[config.mk]
export PLATFORM = sky130hd
export DESIGN_NAME = serial_reduce_seq_flat
export DESIGN_NICKNAME = d
export VERILOG_FILES = /design/src/rtl/serial_reduce_seq_pkg.sv /design/src/rtl/serial_reduce_seq_if.sv /design/src/rtl/serial_reduce_slice.sv /design/src/rtl/serial_reduce_seq.sv /design/src/flat_wrapper.sv
export SDC_FILE = /design/constraint.sdc
export NUM_CORES = 1
export LEC_CHECK = 0
export CAP_MARGIN = 25
export CORE_ASPECT_RATIO = 0.6
export CORE_UTILIZATION = 45
export CTS_BUF_LIST = sky130_fd_sc_hd__clkbuf_8 sky130_fd_sc_hd__clkbuf_16
export CTS_CLUSTER_SIZE = 20
export DETAILED_ROUTE_END_ITERATION = 8
export GPL_TIMING_DRIVEN = 0
export PLACE_DENSITY = 0.72
export SYNTH_ARGS = -nofsm -noshare
export SYNTH_HDL_FRONTEND = slang
export SYNTH_SLANG_ARGS = --single-unit
[constraint.sdc]
create_clock -name clk -period 2 [get_ports clk]
set_clock_uncertainty 0.15 [all_clocks]
set_input_delay 0.3 -clock clk [delete_from_list [all_inputs] [get_ports clk]]
set_output_delay 0.3 -clock clk [all_outputs]
set_load 0.005 [all_outputs]
[src/rtl/serial_reduce_seq_pkg.sv]
// Shared types and helpers for the serial OR/NOR/AND/NAND reduction sequencer.
// Holds the op encodings, the FSM state encoding and the beat arithmetic.
package serial_reduce_seq_pkg;

  typedef enum logic [1:0] {
    OP_OR   = 2'b00,
    OP_NOR  = 2'b01,
    OP_AND  = 2'b10,
    OP_NAND = 2'b11
  } op_e;

  typedef enum logic [1:0] {
    ST_IDLE = 2'b00,
    ST_RUN  = 2'b01,
    ST_DONE = 2'b10
  } state_e;

  function automatic int numBeats(input int way, input int slice);
    return (way + slice - 1) / slice;
  endfunction

  function automatic int beatCountWidth(input int way, input int slice);
    return $clog2(numBeats(way, slice) + 1);
  endfunction

  // AND/NAND accumulate toward 0; OR/NOR accumulate toward 1.
  function automatic logic isAndFamily(input op_e op);
    return (op == OP_AND) || (op == OP_NAND);
  endfunction

  function automatic logic isInverting(input op_e op);
    return (op == OP_NOR) || (op == OP_NAND);
  endfunction

endpackage

[src/rtl/serial_reduce_seq_if.sv]
// Operand/result handshake bundle for serial_reduce_seq.
// The slave modport is the sequencer side; the master modport is the producer/consumer side.
interface serial_reduce_seq_if
  import serial_reduce_seq_pkg::*;
#(
  parameter int WAY   = 16,
  parameter int SLICE = 4
);

  localparam int CW = beatCountWidth(WAY, SLICE);

  logic           in_valid;
  logic           in_ready;
  logic [WAY-1:0] in_data;
  logic [1:0]     in_op;
  logic           out_valid;
  logic           out_ready;
  logic           out_data;
  logic [CW-1:0]  out_beats;
  logic           busy;

  modport slave (
    input  in_valid, in_data, in_op, out_ready,
    output in_ready, out_valid, out_data, out_beats, busy
  );

  modport master (
    output in_valid, in_data, in_op, out_ready,
    input  in_ready, out_valid, out_data, out_beats, busy
  );

endinterface

[src/rtl/serial_reduce_slice.sv]
// Combinational N-input OR tree, split recursively into ceil/floor halves.
// BEHAVIORAL=0 builds each node as an inverted NOR; BEHAVIORAL=1 uses a plain reduction.
module serial_reduce_slice #(
  parameter int N          = 4,
  parameter int BEHAVIORAL = 0
) (
  input  logic [N-1:0] bits_i,
  output logic         or_o
);

  generate
    if (BEHAVIORAL != 0) begin : gBehav
      assign or_o = |bits_i;
    end else if (N == 1) begin : gLeaf
      assign or_o = bits_i[0];
    end else begin : gSplit
      localparam int N1 = (N + 1) / 2;
      localparam int N2 = N / 2;

      logic loOr;
      logic hiOr;
      logic norOut;

      serial_reduce_slice #(.N(N1), .BEHAVIORAL(BEHAVIORAL)) uLo (
        .bits_i (bits_i[N1-1:0]),
        .or_o   (loOr)
      );

      serial_reduce_slice #(.N(N2), .BEHAVIORAL(BEHAVIORAL)) uHi (
        .bits_i (bits_i[N-1:N1]),
        .or_o   (hiOr)
      );

      assign norOut = ~(loOr | hiOr);
      assign or_o   = ~norOut;
    end
  endgenerate

endmodule

[src/rtl/serial_reduce_seq.sv]
// Multi-cycle OR/NOR/AND/NAND reduction: a WAY-bit operand is fed SLICE bits per cycle, LSB first.
// Optional SERIAL_REDUCE_EARLY_EXIT_EN stops as soon as the accumulator hits its dominant value.
module serial_reduce_seq
  import serial_reduce_seq_pkg::*;
#(
  parameter int WAY        = 16,
  parameter int SLICE      = 4,
  parameter int BEHAVIORAL = 0
) (
  input  logic                 clk,
  input  logic                 rst_n,
  serial_reduce_seq_if.slave   bus
);

  localparam int NB = numBeats(WAY, SLICE);
  localparam int CW = beatCountWidth(WAY, SLICE);
  localparam int PW = NB * SLICE;

  generate
    if (SLICE < 1 || SLICE > WAY) begin : gBadSlice
      $error("serial_reduce_seq: SLICE must satisfy 1 <= SLICE <= WAY");
    end
  endgenerate

  state_e          state_q;
  logic [PW-1:0]   data_q;
  op_e             op_q;
  logic            acc_q;
  logic [CW-1:0]   beat_q;
  logic            outValid_q;
  logic            outData_q;
  logic [CW-1:0]   outBeats_q;
  logic            busy_q;

  logic [PW-1:0]   paddedData;
  logic [SLICE-1:0] treeIn;
  logic            treeOr;
  logic            acc_d;
  logic            andFamily;
  logic            lastBeat;
  logic            finishRun;

  // Pad the top slice with the op's neutral element so it never disturbs the result.
  always_comb begin
    paddedData             = {PW{bus.in_op[1]}};
    paddedData[WAY-1:0]    = bus.in_data;
  end

  // The AND family goes through the OR tree as NOT(OR(~bits)).
  always_comb begin
    andFamily = isAndFamily(op_q);
    treeIn    = andFamily ? ~data_q[SLICE-1:0] : data_q[SLICE-1:0];
    acc_d     = andFamily ? (acc_q & ~treeOr) : (acc_q | treeOr);
    lastBeat  = (beat_q == CW'(NB - 1));
`ifdef SERIAL_REDUCE_EARLY_EXIT_EN
    finishRun = lastBeat || (acc_d == ~andFamily);
`else
    finishRun = lastBeat;
`endif
  end

  serial_reduce_slice #(.N(SLICE), .BEHAVIORAL(BEHAVIORAL)) uTree (
    .bits_i (treeIn),
    .or_o   (treeOr)
  );

  always_ff @(posedge clk or negedge rst_n) begin
    if (!rst_n) begin
      state_q    <= ST_IDLE;
      data_q     <= '0;
      op_q       <= OP_OR;
      acc_q      <= 1'b0;
      beat_q     <= '0;
      outValid_q <= 1'b0;
      outData_q  <= 1'b0;
      outBeats_q <= '0;
      busy_q     <= 1'b0;
    end else begin
      case (state_q)
        ST_IDLE: begin
          if (bus.in_valid) begin
            data_q  <= paddedData;
            op_q    <= op_e'(bus.in_op);
            acc_q   <= bus.in_op[1];
            beat_q  <= '0;
            busy_q  <= 1'b1;
            state_q <= ST_RUN;
          end
        end
        ST_RUN: begin
          acc_q  <= acc_d;
          data_q <= data_q >> SLICE;
          beat_q <= beat_q + CW'(1);
          if (finishRun) begin
            outValid_q <= 1'b1;
            outData_q  <= acc_d ^ isInverting(op_q);
            outBeats_q <= beat_q + CW'(1);
            state_q    <= ST_DONE;
          end
        end
        ST_DONE: begin
          if (bus.out_ready) begin
            outValid_q <= 1'b0;
            busy_q     <= 1'b0;
            state_q    <= ST_IDLE;
          end
        end
        default: begin
          state_q <= ST_IDLE;
        end
      endcase
    end
  end

  assign bus.in_ready  = (state_q == ST_IDLE);
  assign bus.out_valid = outValid_q;
  assign bus.out_data  = outData_q;
  assign bus.out_beats = outBeats_q;
  assign bus.busy      = busy_q;

endmodule

[src/flat_wrapper.sv]
// flat-port wrapper written by rule: the top's interface ports become plain ports
module serial_reduce_seq_flat import serial_reduce_seq_pkg::*;
#(
  parameter int WAY        = 16,
  parameter int SLICE      = 4,
  parameter int BEHAVIORAL = 0
)
  (clk, rst_n, bus_in_valid, bus_in_data, bus_in_op, bus_out_ready, bus_in_ready, bus_out_valid, bus_out_data, bus_out_beats, bus_busy);
  serial_reduce_seq_if #(.WAY(WAY), .SLICE(SLICE)) bus_i ();
  input  logic clk;
  input  logic rst_n;
  input wire logic [$bits(bus_i.in_valid)-1:0] bus_in_valid;
  input wire logic [$bits(bus_i.in_data)-1:0] bus_in_data;
  input wire logic [$bits(bus_i.in_op)-1:0] bus_in_op;
  input wire logic [$bits(bus_i.out_ready)-1:0] bus_out_ready;
  output wire logic [$bits(bus_i.in_ready)-1:0] bus_in_ready;
  output wire logic [$bits(bus_i.out_valid)-1:0] bus_out_valid;
  output wire logic [$bits(bus_i.out_data)-1:0] bus_out_data;
  output wire logic [$bits(bus_i.out_beats)-1:0] bus_out_beats;
  output wire logic [$bits(bus_i.busy)-1:0] bus_busy;
  assign bus_i.in_valid = bus_in_valid;
  assign bus_i.in_data = bus_in_data;
  assign bus_i.in_op = bus_in_op;
  assign bus_i.out_ready = bus_out_ready;
  assign bus_in_ready = bus_i.in_ready;
  assign bus_out_valid = bus_i.out_valid;
  assign bus_out_data = bus_i.out_data;
  assign bus_out_beats = bus_i.out_beats;
  assign bus_busy = bus_i.busy;
  serial_reduce_seq #(.WAY(WAY), .SLICE(SLICE), .BEHAVIORAL(BEHAVIORAL)) u_core (.clk(clk), .rst_n(rst_n), .bus(bus_i));
endmodule
==> metrics.cfg <==
[worst_hold_path]
holdPathStages=2
min_from=u_core.data_q[5]
min_path_type=flip-flop to flip-flop
hold_end=u_core.data_q[1]

[placement]
postPlaceCellArea_sq_um=1725
gp_congestion=0.7369
dp_hpwl_mm=2.123
port_buffers=28

[layout]
multi_input_area_sq_um=549.3
seqCellArea_sq_um=750.7
num_antenna_cells=0
nets=194
fill_cells=240
layout_common_cells=nand2_1 (31), dfrtp_1 (30), clkdlybuf4s50_1 (28)
final_layout_size_suffix_gt1_share_pct=11.70
mostFrequentLayoutCell=nand2_1
syn_to_final_growth_pct=33.24
post-route-cell-area_sq_um=1836

[critical_path]
worstPathRequired_ns=1.55
end_kind=primary output
cp_slowest_cell=clkdlybuf4s50_1
critical_path_class=flip-flop to primary output
worstPathMaxFanout=9
r2r-start=u_core.beat_q[0]
r2r_slack_ns=0.17
reg2regPathDepth=4
max_stage_delay_ns=0.50
r2r_end=u_core.bus.out_beats[1]
crit_chain=buf_6 -> nor2_1 -> clkdlybuf4s50_1
start_kind=flip-flop
worstPathArrival_ns=1.39

[floorplanning]
dieArea_sq_um=3294
rows=15
ioPinCount=29
core_area_sq_um=2890
initial_utilization_pct=47.66
die_h_um=44.86
die-width_um=73.43

[detailed_routing]
vias=1061
drt_iter0_markers=43
totalWireLength_mm=2.830
antenna_left=0
routed_via_density=4.981
drcViolationCount=0
firstDrtPassIters=4
wl_per_cell_um=13.29

[global_routing]
grt_pass1_vias=1043
track_usage_pct=19.52
grt_antenna_before_repair=0
gr-total-overflow=0
grt_pass1_wl_mm=4.671
grt_max_degree=20

[clock_tree]
clk_pin_slew_ns=0.06
tritoncts=done
cts_setup_buffers=0
cts_made_buffers=5
cts_hold_buf=0
cts_buffer_depth=2
cts_root_buffer=clkbuf_8
htree_levels=2
cts.sink_count=30
cts.repair.resized=0
insertion_delay_ns=0.27

[power]
p_sw_w=0.0009279
pwr-share-clk_pct=21.3
irDropWorstVdd_uv=686.7
power_density_nw_per_um2=1441
p_int_w=0.001717
power_leakage_nw=0.7998
seqPwrFrac_pct=38.4
p_sw_share_pct=35.09
p_comb_share_pct=40.4

[sta]
final_max_slew_viol_count=0
fin_crit_ns=1.840
period_share_pct=91.99
setup_viol_count_final=0
relSlewSlack_pct=39.90
clock.fmax_mhz=543.5
worst_pin_slew_ns=0.8986
hold_viol=0
hold_ws_ns=0.3412
grt_setup_unrepaired=false
setup-tns-final_ns=0

[run]
maxCapViolCount=0

[logic_synthesis]
syn-mean-instance-area_sq_um=10.28
ys_warn_count=0
synth_area_sq_um=1378
yosysSeqAreaShare_pct=54.50
syn_inst=134
synth_cell_types=26
ys_ff_latch=30
synthesis.nets=158

[run_status]
status=complete, no violations

flip-flops by register name (all words and copies together) (netlist names):
register	count
u_core.bus.out_valid	1
u_core.state_q	2
u_core.acc_q	1
u_core.data_q	16
u_core.op_q	2
u_core.bus.busy	1
u_core.bus.out_beats	3
u_core.beat_q	3
u_core.bus.out_data	1
cells by family after synthesis:
group | after synthesis | share of synthesized area [%]
mux | 16 | 11.90
compound gates | 32 | 12.72
buf+inv | 11 | 5.631
fa+ha+maj | 2 | 1.816
flops | 30 | 54.50
simple gates | 43 | 13.44
area by class of cell:
type / instances / share of cell area [%]
clock buffers: 8 / 5.999
plain buffers: 7 / 3.408
inverters: 4 / 0.8180
well taps: 42 / 2.863
repair buffers: 29 / 16.09
multi-input cells: 93 / 29.93
flip-flops and latches: 30 / 40.90
worst max path at each step:
stage / endpoint / slack [ns] / depth (start not counted) / startpoint
2_1_floorplan: u_core.bus.out_beats[1] / 0.40 / 4 / u_core.beat_q[0]
3_3_place_gp: u_core.data_q[7] / -0.02 / 1 / rst_n
3_5_place_dp: u_core.acc_q / 0.09 / 7 / bus_in_valid
4_1_cts: bus_in_ready / 0.14 / 3 / u_core.state_q[0]
5_1_grt: u_core.bus.out_data / 0.07 / 6 / u_core.beat_q[0]
6_report: bus_in_ready / 0.16 / 3 / u_core.state_q[0]
cell usage after synthesis:
master     n  area (sq um)
mux2i_1   13         130.1
and3_1     1         6.260
buf_2      4         20.02
buf_6      2         22.52
o31ai_1    1         7.510
nor2b_1    1         6.260
o21ai_1    8         40.04
a21oi_1    4         20.02
mux2_2     3         33.78
nand2_1   31         116.4
o21ai_0   14         70.07
buf_12     1         20.02
ha_1       2         25.02
o21bai_1   1         7.510
o22ai_1    1         6.260
nor2_1     5         18.77
nor4_1     1         6.260
nand3_1    1         5.000
nand3b_1   1         7.510
a22oi_1    1         7.510
a211oi_1   1         7.510
nor3b_2    1         12.51
inv_1      4         15.01
a32oi_1    1         8.760
nand4_1    1         6.260
dfrtp_1   30         750.7
worst max-delay path: cells and delay by family, from the launching register on:
kind | cells | cell delay, ns
buffers and inverters | 2 | 0.63
flip-flops | 1 | 0.37
AND/OR/NAND/NOR | 1 | 0.10
layer usage:
metal	vias to the layer above	global-route usage [%]	wire length, um
met5	-	0	0
met3	2	5.580	169
met4	0	6.923	8
met1	491	27.40	1428
met2	35	29.26	1223
li1	533	-	-
power groups by stage:
stage | logic [W] | registers, W | clock network, W
floorplan | 0.000726 | 0.000983 | 0
global placement | 0.00103 | 0.00101 | 0
detailed placement | 0.00107 | 0.00102 | 0
CTS | 0.00107 | 0.00101 | 0.000572
global route | 0.00120 | 0.00104 | 0.000595
finish | 0.00107 | 0.00101 | 0.000562
through the flow:
step / std cells / total power (W) / utilization [%] / setup slack, ns
2_1_floorplan: 134 / 0.001709 / - / 0.3992
3_3_place_gp: 204 / 0.002035 / 59.18 / -0.02002
3_5_place_dp: 205 / 0.002091 / 59.70 / 0.09479
4_1_cts: 213 / 0.002659 / 63.51 / 0.1403
5_1_grt: 213 / 0.002841 / 63.51 / 0.07491
6_report: 213 / 0.002645 / 63.51 / 0.1602
(Power assumes the default switching activity.)
